$ cat config.mk
export PLATFORM = sky130hd
export DESIGN_NAME = mem_port_arbiter
export DESIGN_NICKNAME = d
export VERILOG_FILES = /design/src/rtl/mips_mem_pkg.sv /design/src/rtl/arb_watchdog.sv /design/src/rtl/mem_port_arbiter.sv
export SDC_FILE = /design/constraint.sdc
export NUM_CORES = 1
export LEC_CHECK = 0
export CAP_MARGIN = 40
export CORE_MARGIN = 1
export CORE_UTILIZATION = 41
export DETAILED_ROUTE_END_ITERATION = 8
export PLACE_DENSITY = 0.8
export SLEW_MARGIN = 25
export SYNTH_ARGS = -nofsm -noshare
export SYNTH_HDL_FRONTEND = slang
export SYNTH_HIERARCHICAL = 1
export SYNTH_SLANG_ARGS = --single-unit
$ cat constraint.sdc
create_clock -name clk -period 2 [get_ports clk]
set_clock_uncertainty 0.2 [all_clocks]
set_input_delay 0.6 -clock clk [delete_from_list [all_inputs] [get_ports clk]]
set_output_delay 0.6 -clock clk [all_outputs]
set_load 0.02 [all_outputs]
$ cat src/rtl/mips_mem_pkg.sv
// mips_mem_pkg: shared types and constants for the unified-memory port arbiter.
//   arb_state_t  : arbiter sequencing states (IDLE, BUSY, DONE)
//   arb_gnt_t    : which requester owns the memory (GNT_IF fetch, GNT_DM data)
//   ARB_ERR_WORD : read data returned when the watchdog abandons a transaction
package mips_mem_pkg;

    typedef enum logic [1:0] {
        ST_IDLE = 2'd0,
        ST_BUSY = 2'd1,
        ST_DONE = 2'd2
    } arb_state_t;

    typedef enum logic {
        GNT_IF = 1'b0,
        GNT_DM = 1'b1
    } arb_gnt_t;

    localparam logic [31:0] ARB_ERR_WORD = 32'hDEADBEEF;

endpackage

$ cat src/rtl/arb_watchdog.sv
// arb_watchdog: counts BUSY cycles without a memory acknowledge and flags expiry.
// Only instantiated when ARB_WATCHDOG_EN is defined.
// Ports:
//   clk, rst : clock, synchronous active-high reset
//   start    : pulse on the cycle a grant is issued (counter clears)
//   busy     : arbiter is in BUSY
//   ack      : memory acknowledge
//   expire   : BUSY has lasted TIMEOUT unacknowledged cycles
module arb_watchdog #(
    parameter int TIMEOUT = 15
) (
    input  logic clk,
    input  logic rst,
    input  logic start,
    input  logic busy,
    input  logic ack,
    output logic expire
);

    localparam int CW = $clog2(TIMEOUT + 1);

    logic [CW-1:0] cnt;

    // Saturates at TIMEOUT so expiry stays asserted until the FSM leaves BUSY.
    always_ff @(posedge clk) begin
        if (rst || start) begin
            cnt <= '0;
        end else if (busy && !ack && (cnt != CW'(TIMEOUT))) begin
            cnt <= cnt + 1'b1;
        end
    end

    assign expire = busy && (cnt == CW'(TIMEOUT));

endmodule

$ cat src/rtl/mem_port_arbiter.sv
// mem_port_arbiter: shares one single-ported unified memory between the IF and
// MEM stages. Grants one requester at a time (alternating on ties), drives the
// memory handshake, returns read data with a one-cycle valid pulse and produces
// per-stage stall signals.
// Optional feature macro: ARB_WATCHDOG_EN (abandon BUSY after TIMEOUT cycles,
// return ARB_ERR_WORD and set sticky arb_err). Undefined: waits forever, arb_err=0.
// Ports:
//   clk, rst                          : clock, synchronous active-high reset
//   if_req/if_addr                    : fetch request (level) and address
//   if_rdata/if_valid/if_stall        : fetched word, valid pulse, stall
//   dm_req/dm_we/dm_bw/dm_addr/dm_wdata : data request and fields
//   dm_rdata/dm_valid/dm_stall        : load data, completion pulse, stall
//   mem_req/mem_we/mem_bw/mem_addr/mem_wdata : registered memory request
//   mem_rdata/mem_ack                 : memory response
//   arb_err                           : sticky watchdog timeout flag
module mem_port_arbiter
    import mips_mem_pkg::*;
#(
    parameter int DW      = 32,
    parameter int AW      = 32,
    parameter int TIMEOUT = 15
) (
    input  logic          clk,
    input  logic          rst,
    input  logic          if_req,
    input  logic [AW-1:0] if_addr,
    output logic [DW-1:0] if_rdata,
    output logic          if_valid,
    output logic          if_stall,
    input  logic          dm_req,
    input  logic          dm_we,
    input  logic          dm_bw,
    input  logic [AW-1:0] dm_addr,
    input  logic [DW-1:0] dm_wdata,
    output logic [DW-1:0] dm_rdata,
    output logic          dm_valid,
    output logic          dm_stall,
    output logic          mem_req,
    output logic          mem_we,
    output logic          mem_bw,
    output logic [AW-1:0] mem_addr,
    output logic [DW-1:0] mem_wdata,
    input  logic [DW-1:0] mem_rdata,
    input  logic          mem_ack,
    output logic          arb_err
);

    arb_state_t state;
    arb_gnt_t   grant;
    arb_gnt_t   last_grant;
    logic       pick_dm;
    logic       grant_now;
    logic       wd_expire;

    // On a tie, DM wins unless it was the last one served.
    assign pick_dm   = dm_req && (!if_req || (last_grant == GNT_IF));
    assign grant_now = (state == ST_IDLE) && (if_req || dm_req);

`ifdef ARB_WATCHDOG_EN
    logic arb_err_q;

    arb_watchdog #(
        .TIMEOUT(TIMEOUT)
    ) u_watchdog (
        .clk   (clk),
        .rst   (rst),
        .start (grant_now),
        .busy  (state == ST_BUSY),
        .ack   (mem_ack),
        .expire(wd_expire)
    );

    assign arb_err = arb_err_q;
`else
    logic unused_timeout;

    assign wd_expire      = 1'b0;
    assign arb_err        = 1'b0;
    assign unused_timeout = ^TIMEOUT;
`endif

    always_ff @(posedge clk) begin
        if (rst) begin
            state      <= ST_IDLE;
            grant      <= GNT_IF;
            last_grant <= GNT_IF;
            mem_we     <= 1'b0;
            mem_bw     <= 1'b0;
            mem_addr   <= '0;
            mem_wdata  <= '0;
            if_rdata   <= '0;
            dm_rdata   <= '0;
`ifdef ARB_WATCHDOG_EN
            arb_err_q  <= 1'b0;
`endif
        end else begin
            case (state)
                ST_IDLE: begin
                    if (grant_now) begin
                        grant     <= pick_dm ? GNT_DM : GNT_IF;
                        mem_addr  <= pick_dm ? dm_addr : if_addr;
                        mem_we    <= pick_dm && dm_we;
                        mem_bw    <= pick_dm && dm_bw;
                        mem_wdata <= pick_dm ? dm_wdata : '0;
                        state     <= ST_BUSY;
                    end
                end
                ST_BUSY: begin
                    // A real ack in the expiry cycle takes precedence.
                    if (mem_ack) begin
                        if (grant == GNT_DM) dm_rdata <= mem_rdata;
                        else                 if_rdata <= mem_rdata;
                        state <= ST_DONE;
                    end else if (wd_expire) begin
                        if (grant == GNT_DM) dm_rdata <= DW'(ARB_ERR_WORD);
                        else                 if_rdata <= DW'(ARB_ERR_WORD);
`ifdef ARB_WATCHDOG_EN
                        arb_err_q <= 1'b1;
`endif
                        state <= ST_DONE;
                    end
                end
                ST_DONE: begin
                    last_grant <= grant;
                    state      <= ST_IDLE;
                end
                default: state <= ST_IDLE;
            endcase
        end
    end

    assign mem_req  = (state == ST_BUSY);
    assign if_valid = (state == ST_DONE) && (grant == GNT_IF);
    assign dm_valid = (state == ST_DONE) && (grant == GNT_DM);
    assign if_stall = if_req && !if_valid;
    assign dm_stall = dm_req && !dm_valid;

endmodule
==> results of run 1 <==
==> power by group <==
part / switching (µW) / internal (µW) / leakage, µW
registers: 86.9 / 2830 / 0.00110
logic: 783 / 710 / 0.00245
clock network: 1140 / 2030 / 0.000299
==> per-layer routing <==
metal	wire length, µm	GRT usage
met1	6830	0.278
met2	8670	0.443
met3	1440	0.0862
met4	575	0.118
met5	0	0
==> metrics by stage <==
stage | hold WS, ns | TNS (ns) | utilization | area (µm²) | instances
after floorplan | 0.285 | 0 | - | 5600 | 650
after global placement | 0.241 | -35.79 | 0.643 | 8550 | 1061
after detailed placement | 0.246 | -40.41 | 0.643 | 8550 | 1061
after CTS | 0.223 | -0.333 | 0.685 | 9100 | 1097
after global routing | 0.245 | -0.592 | 0.687 | 9130 | 1099
final | 0.237 | -0.339 | 0.687 | 9130 | 1099
==> flip-flops by register name, summed over array words and instances, names as in the netlist <==
register    flops
dm_rdata       32
state           2
mem_addr       32
last_grant      1
grant           1
mem_bw          1
mem_we          1
mem_wdata      32
if_rdata       32
==> cell type report <==
cell class | instances | area share
flip-flops and latches | 134 | 0.294
multi-input cells | 450 | 0.284
clock buffers | 25 | 0.0564
repair buffers | 304 | 0.331
inverters | 2 | 0.000822
well taps | 176 | 0.0241
clock inverters | 7 | 0.0100
diodes | 1 | 0.000274
==> worst paths after layout <==
path | endpoint | slack [ns] | cells after the start
worst max-delay path | dm_stall | -0.16 | 4
worst min-delay path | dm_rdata[2] | 0.24 | 2
worst max register to register | mem_wdata[2] | 0.17 | 7
worst min register to register | if_rdata[31] | 0.25 | 2
==> kinds of logic (layout without fill, tap and decap cells) <==
family	after synthesis	in the layout	synth area share
compound gates	202	203	0.260
buf+inv	67	338	0.0660
flops	134	134	0.479
other cells	1	2	0.000670
simple gates	246	246	0.194
==> repair_timing <==
| action | CTS | global route |
|---|---|---|
| cloned | 2 | 0 |
| endpoints found under the hold margin | 0 | 0 |
| resized for setup | 168 | 8 |
| setup endpoints to repair | 167 | 7 |
| pin swaps | 1 | 1 |
| buffers inserted | 2 | 2 |
==> critical path, stage by stage (launching register included) <==
cell and delay (ns):
dfxtp_2 0.32, buf_6 0.11, nand3b_1 0.21, and2_4 0.18
buf_6 0.13
==> layout by cell type, fill, tap and decap left out, types with 3 or more instances in the layout <==
cell               n
nand2_1          194
dfxtp_1          131
clkdlybuf4s50_1  131
dlygate4sd2_1    131
a21oi_1          103
nand4_1           34
a311oi_2          31
a21oi_2           29
o21ai_0           26
clkbuf_16         17
buf_4             17
buf_12            15
o21ai_1            9
buf_6              8
clkbuf_8           6
nor2_4             3
clkinv_2           3
dfxtp_2            3
==> results.json, run 1 <==
{
  "asr_flop_ratio_synth": 0,
  "status": "complete, but fails checks",
  "viasPerCell": 5.14,
  "ys_types": 35,
  "crit_arrival_ns": 1.36,
  "final-hold-violation-count": 0,
  "insertion_delay_ns": 0.41,
  "timing.hold.worst.start": "rst",
  "leakage_power_total_uw": 0.00384,
  "cts_tree": "done",
  "worst_ir_drop_vdd_uv": 572,
  "post_route_cells_drive_above_1_share": 0.158,
  "yosysSeqAreaShare": 0.479,
  "synthDominantCellAreaShare": 0.479,
  "worstSetupPathType": "reg2out",
  "multi_input_area_um2": 2590,
  "io_pins": 271,
  "crit_path_start_kind": "flop",
  "die_extent_in_y_um": 119,
  "detailedPlace.worstSlack_ns": -0.674,
  "power_per_cell_area_nw_per_um2": 830,
  "layout.area.seq_um2": 2690,
  "netlist_top_cells_count": "nand2_1, dfxtp_1, a21oi_1, nand4_1, a311oi_2",
  "antenna_violating_nets_post_route": 0,
  "area_delta_synth_final_pct": 63.2,
  "floorplan.die_area_um2": 14100,
  "total_grt_usage": 0.254,
  "design.core.area_um2": 13300,
  "setup_ws_ns": -0.163,
  "final_max_slew_viol_count": 0,
  "yosys_most_used_dff": "dfxtp_1",
  "hold_buffers": 0,
  "layout_worst_path_cycle_share": 1.08,
  "routed_wire_length_per_instance_um": 15.9,
  "drtIter0Drc": 382,
  "number_of_cts_inserted_buffers": 17,
  "row_count": 42,
  "grt_first_pass_wirelength_mm": 28.3,
  "synth_warnings": 6,
  "setup_violations": 4,
  "clkSlewWorstSetupHoldPaths_ns": 0.06,
  "filler_instances": 1102,
  "failed_checks": "negative setup slack",
  "yosys_register_bits": 134,
  "number_of_flops_mapped_to_enable_cells_by_yosys": 0,
  "wirelength_mm": 17.5,
  "drt_drc_violations_left": 0,
  "route.vias.total": 5645,
  "buffers_on_ports": 269,
  "nets": 1044,
  "cp_data_required_time_ns": 1.20,
  "yosys.cell_count.top_type": "nand2_1",
  "yosys-top-cells-area": "dfxtp_1, nand2_1, a21oi_1",
  "starting_density_of_the_core": 0.421,
  "routability_congestion": 0.812,
  "number_of_antenna_violations_at_the_first_check_in_global_routing": 1,
  "grt_setup_unrepaired": "yes",
  "clock_sink_count": 134,
  "cap_viol_max_count": 0,
  "syn_nets": 785,
  "synthesis.instances": 650,
  "period_needed_ns": 2.16,
  "r2r-start": "state[0]",
  "hold_class": "in2reg",
  "critPathMaxFanout": 3,
  "clock_tree.buffer_depth": 2,
  "die-width_um": 119,
  "firstDrtPassIters": 5,
  "root_buffer": "clkbuf_16",
  "grt_pass1_vias": 5626,
  "totalPowerFinal_uw": 7580,
  "worst_setup_path_end_kind": "primary output",
  "cp_startpoint": "state[0]",
  "post-dp-hpwl_mm": 11.6,
  "grt_start_max_net_pins": 51,
  "mappedNetlistArea_um2": 5600,
  "avgSynthCellArea_um2": 8.61,
  "globalRoute.totalOverflow": 0,
  "cts_h_tree_depth": 4,
  "post-synth-top-area-cell": "dfxtp_1",
  "fmax_ghz": 0.462
}
Power figures use the tool's default switching activity.
==> run 2, diff against run 1 <==
--- a/config.mk
+++ b/config.mk
@@ -9,7 +9,9 @@
 export CORE_MARGIN = 1
 export CORE_UTILIZATION = 41
 export DETAILED_ROUTE_END_ITERATION = 8
+export GPL_TIMING_DRIVEN = 0
 export PLACE_DENSITY = 0.8
+export REMOVE_ABC_BUFFERS = 1
 export SLEW_MARGIN = 25
 export SYNTH_ARGS = -nofsm -noshare
 export SYNTH_HDL_FRONTEND = slang
==> run 2 against run 1 <==
  * The run still ends with negative setup slack left
  * Combinational power fell by 3%
  * Sequential share of layout area rose by 0.76 points
  * Sequential power barely moved
  * Utilization fell by 1.5 points
  * Critical path depth fell by 1
  * Setup slack improved by 0.076 ns
  * Hold slack improved by 0.011 ns
  * Total power fell by 0.39%
  * Critical path type unchanged
  * Largest power group unchanged
  * Highest routed layer unchanged
==> results.json, run 2 (synthesized netlist as in run 1, its figures left out) <==
{
  "firstDrtPassIters": 5,
  "drt_drc_violations_left": 0,
  "worst_setup_path_end_kind": "primary output",
  "hold_class": "reg2reg",
  "insertion_delay_ns": 0.41,
  "final-hold-violation-count": 0,
  "cp_slowest_stage_delay_ns": 0.35,
  "buffers_on_ports": 269,
  "io_pins": 271,
  "worstSetupPathType": "reg2out",
  "grt_first_pass_wirelength_mm": 27.8,
  "power.share.sequential": 0.386,
  "utilization": 0.672,
  "routed_wire_length_per_instance_um": 16.3,
  "worst_ir_drop_vdd_uv": 440,
  "floorplan.die_area_um2": 14100,
  "placed_area_um2": 8330,
  "starting_density_of_the_core": 0.421,
  "layout_worst_path_cycle_share": 1.04,
  "layout_common_cells": "nand2_1, dfxtp_1, clkdlybuf4s50_1, dlygate4sd2_1, a21oi_1",
  "critPathMaxFanout": 4,
  "power.share.clock": 0.422,
  "root_buffer": "clkbuf_16",
  "grt_pass1_vias": 5490,
  "post-dp-hpwl_mm": 11.5,
  "die-width_um": 119,
  "setup_ws_ns": -0.0868,
  "total_grt_usage": 0.249,
  "crit_path_cell_trace": "nand3b_1 -> and2_4 -> buf_6",
  "wirelength_mm": 17.5,
  "leakage_power_total_uw": 0.00371,
  "fmax_ghz": 0.479,
  "cts_h_tree_depth": 4,
  "worst_slew_pin_slew_ns": 0.723,
  "clock_tree.buffer_depth": 2,
  "clock_sink_count": 134,
  "relSlewSlack": 0.517,
  "power.combinational.fraction": 0.191,
  "cap_viol_max_count": 0,
  "sw_frac_of_total": 0.269,
  "globalRoute.totalOverflow": 0,
  "failed_checks": "negative setup slack",
  "cpLargestDelayFamily": "simple AND/OR/NAND/NOR gates",
  "antenna_violating_nets_post_route": 0,
  "critical_path.n_buffers_inverters": 1,
  "status": "complete, but fails checks",
  "viasPerCell": 5.24,
  "design.core.area_um2": 13300,
  "internal_power_uw": 5520,
  "cpMaxStageDelayCell": "dfxtp_4",
  "crit_path_start_kind": "flop",
  "grt_setup_unrepaired": "yes",
  "most_common_library_cell_in_the_layout_ignoring_fill_and_taps": "nand2_1",
  "clkSlewWorstSetupHoldPaths_ns": 0.06,
  "routability_congestion": 0.762,
  "antenna_cells": 0,
  "drtIter0Drc": 364,
  "number_of_antenna_violations_at_the_first_check_in_global_routing": 0,
  "nets": 1025,
  "die_extent_in_y_um": 119,
  "final_max_slew_viol_count": 0,
  "area_delta_synth_final_pct": 59.6,
  "design_area_um2": 8930,
  "number_of_cts_inserted_buffers": 17,
  "row_count": 42,
  "hold_buffers": 0,
  "regToRegSetupSlack_ns": 0.07,
  "period_needed_ns": 2.09,
  "power_per_cell_area_nw_per_um2": 845,
  "cts_tree": "done",
  "grt_start_max_net_pins": 75,
  "crit_arrival_ns": 1.29,
  "p_switching_uw": 2030,
  "setup_violations": 3,
  "cp_data_required_time_ns": 1.20,
  "route.vias.total": 5644,
  "post_route_cells_drive_above_1_share": 0.150,
  "whs_ns": 0.248
}
[run 2: cell count changes in the layout (fill, tap and decap cells not counted), moves of 2 or more]
cell,change
clkbuf_8,-4
buf_8,+2
clkinvlp_4,+2
a21oi_2,+3
buf_4,-9
a21oi_1,-3
dfxtp_2,-3
dfxtp_4,+3
buf_16,+4
buf_12,-13
inv_6,+2
[run 2: stage by stage]
stage	power (µW)	setup slack (ns)	TNS, ns	std cells
6_report	7550	-0.0868	-0.159	1078
5_1_grt	7850	-0.135	-0.439	1078
4_1_cts	7600	-0.113	-0.736	1075
3_5_place_dp	4490	-0.901	-76.72	1038
3_3_place_gp	4450	-3.64	-472.31	1030
2_1_floorplan	3650	-0.882	-51.62	585
[run 2: what timing repair did]
item	CTS	global route
pin swaps	5	7
buffers inserted	5	2
setup endpoints to repair	263	19
gates resized for setup	174	8
cloned	1	0
[run 2: cell type report]
| cell class | instances | area, µm² |
|---|---|---|
| Fill cell | 1154 | 4370 |
| Clock inverter | 11 | 149 |
| Sequential cell | 134 | 2690 |
| Multi-Input combinational cell | 450 | 2620 |
| Clock buffer | 20 | 457 |
| Timing Repair Buffer | 285 | 2780 |
| Inverter | 2 | 7.51 |
| Tap cell | 176 | 220 |
[run 2: routing by layer]
layer	routed length [µm]	track usage	vias to the layer above
met1	7020	0.288	2658
met2	8810	0.429	224
met4	250	0.0918	0
met5	0	0	-
met3	1440	0.0776	20
li1	-	-	2742
[run 2: final timing paths]
path / start / to / cells past startpoint
setup / recovery: state[0] / dm_stall / 3
hold / removal: if_rdata[17] / if_rdata[17] / 2
hold reg to reg: if_rdata[17] / if_rdata[17] / 2
setup reg to reg: state[0] / mem_addr[4] / 5
[run 2: worst reg2reg max path, delay by kind of cell (launching register included)]
family	cells	cell delay, ns
DFF	1	0.35
AOI/OAI and AO/OA	2	0.32
buffers and inverters	2	0.43
and+or+nand+nor	1	0.55
[run 2: power by group through the flow]
stage,Clock [µW],Sequential [µW],Combinational [µW]
CTS,3250,2920,1440
detailed placement,0,2980,1510
finish,3190,2920,1450
global route,3370,2940,1550
global placement,0,2980,1470
floorplan,0,3170,483
==> run 3, diff against run 2 <==
--- a/config.mk
+++ b/config.mk
@@ -12,7 +12,7 @@
 export GPL_TIMING_DRIVEN = 0
 export PLACE_DENSITY = 0.8
 export REMOVE_ABC_BUFFERS = 1
-export SLEW_MARGIN = 25
+export SLEW_MARGIN = 20
 export SYNTH_ARGS = -nofsm -noshare
 export SYNTH_HDL_FRONTEND = slang
 export SYNTH_HIERARCHICAL = 1
==> run 3 against run 2 <==
  * The flow still finishes with violations (negative setup slack)
  * Via count increased by 1.1%
  * Critical endpoint unchanged
  * Setup slack got worse by 0.029 ns
  * Cell count increased by 0.65%
==> results.json, run 3 (synthesized netlist as in run 1, its figures left out) <==
{
  "status": "complete, but fails checks",
  "failed_checks": "negative setup slack",
  "cp_slowest_stage_delay_ns": 0.35,
  "setup_ws_ns": -0.115,
  "final_cell_count_no_fill": 1085,
  "grt_start_max_net_pins": 75,
  "relSlewSlack": 0.495,
  "worst_ir_drop_vdd_uv": 462,
  "routed_wire_length_per_instance_um": 16.5,
  "worstSetupPathType": "reg2out",
  "worst_slew_pin_slew_ns": 0.758,
  "hold_class": "reg2reg",
  "critical_path.n_buffers_inverters": 1,
  "fmax_ghz": 0.473,
  "design.core.area_um2": 13300,
  "cap_viol_max_count": 0,
  "die-width_um": 119,
  "globalRoute.totalOverflow": 0,
  "number_of_cts_inserted_buffers": 17,
  "clock_tree.buffer_depth": 2,
  "starting_density_of_the_core": 0.421,
  "firstDrtPassIters": 5,
  "buffers_on_ports": 269,
  "post-dp-hpwl_mm": 11.5,
  "antenna_cells": 0,
  "cts_h_tree_depth": 4,
  "insertion_delay_ns": 0.41,
  "root_buffer": "clkbuf_16",
  "period_needed_ns": 2.12,
  "clock_sink_count": 134,
  "io_pins": 271,
  "drtIter0Drc": 449,
  "floorplan.die_area_um2": 14100,
  "critPathMaxFanout": 4,
  "post_route_cells_drive_above_1_share": 0.153,
  "crit_arrival_ns": 1.32,
  "totalPowerFinal_uw": 7580,
  "layout_worst_path_cycle_share": 1.06,
  "routability_congestion": 0.762,
  "power_per_cell_area_nw_per_um2": 843,
  "grt_setup_unrepaired": "yes",
  "layout_common_cells": "nand2_1, dfxtp_1, clkdlybuf4s50_1",
  "leakage_power_total_uw": 0.00375,
  "worst_setup_path_end_kind": "primary output",
  "clkSlewWorstSetupHoldPaths_ns": 0.06,
  "row_count": 42,
  "number_of_antenna_violations_at_the_first_check_in_global_routing": 0,
  "final_max_slew_viol_count": 0,
  "antenna_violating_nets_post_route": 0,
  "route.vias.total": 5708,
  "met2RoutedLength_mm": 8.70,
  "route.met3.wl_mm": 1.59,
  "final.setup.tns_ns": -0.274,
  "utilization": 0.677,
  "nets": 1032,
  "rr_worst_depth": 6,
  "wirelength_mm": 17.9,
  "hold_depth": 2,
  "grt_pass1_vias": 5600,
  "whs_ns": 0.249,
  "crit_path_cell_trace": "nand3b_1 -> and2_1 -> buf_6",
  "cpMaxStageDelayCell": "dfxtp_4",
  "routedLengthMet1_mm": 7.20,
  "crit_path_start_kind": "flop",
  "setup_violations": 4,
  "die_extent_in_y_um": 119,
  "viasPerCell": 5.26,
  "dp.cells": 1038,
  "cp_data_required_time_ns": 1.20,
  "cts_tree": "done",
  "final-hold-violation-count": 0,
  "drt_drc_violations_left": 0,
  "route.top_layer_used": "met4",
  "cpLargestDelayFamily": "simple AND/OR/NAND/NOR gates",
  "grt_first_pass_wirelength_mm": 28.6,
  "crit_cells": 3,
  "area_delta_synth_final_pct": 60.8,
  "most_common_library_cell_in_the_layout_ignoring_fill_and_taps": "nand2_1",
  "total_grt_usage": 0.256
}
-- run 3: path summary, 6_finish.rpt --
kind | start | end | slack, ns
max | state[0] | dm_stall | -0.12
min | dm_rdata[14] | dm_rdata[14] | 0.25
max reg2reg | state[1] | mem_addr[14] | 0.07
min reg2reg | dm_rdata[14] | dm_rdata[14] | 0.25
-- run 3: final cells by class --
cell class | count | area (µm²)
clock buffers | 19 | 443
clock inverters | 12 | 153
fillers | 1140 | 4300
inverters | 2 | 7.51
multi-input cells | 451 | 2610
flip-flops and latches | 134 | 2690
well taps | 176 | 220
repair buffers | 291 | 2880
-- run 3: worst register-to-register path, cell delays in order (launching register included) --
cell,delay [ns]
dfxtp_4,0.37
clkbuf_2,0.15
buf_4,0.15
nor2_4,0.35
buf_12,0.26
a21oi_2,0.10
a311oi_2,0.27
-- run 3: timing repair --
action | in CTS | in global routing
hold buffers | 0 | 0
resized for setup | 170 | 4
setup endpoints to repair | 237 | 67
cloned | 2 | 0
pin swaps | 5 | 2
setup buffers | 6 | 7
-- run 3: metal layers --
layer | GRT usage | vias up
li1 | - | 2755
met1 | 0.290 | 2672
met2 | 0.443 | 245
met3 | 0.0948 | 36
met4 | 0.0831 | 0
met5 | 0 | -
-- run 3: metrics by stage --
step	instance area [µm²]	worst slack, ns
after floorplan	5230	-0.882
after global placement	8150	-3.64
after detailed placement	8340	-0.904
after CTS	8880	-0.141
after global routing	9000	-0.141
final	9000	-0.115
-- run 3: power by group --
group	total [µW]	leakage (µW)	switching, µW	internal, µW
combinational	1500	0.00236	800	701
clock	3160	0.000293	1170	1990
sequential	2920	0.00110	88.0	2830
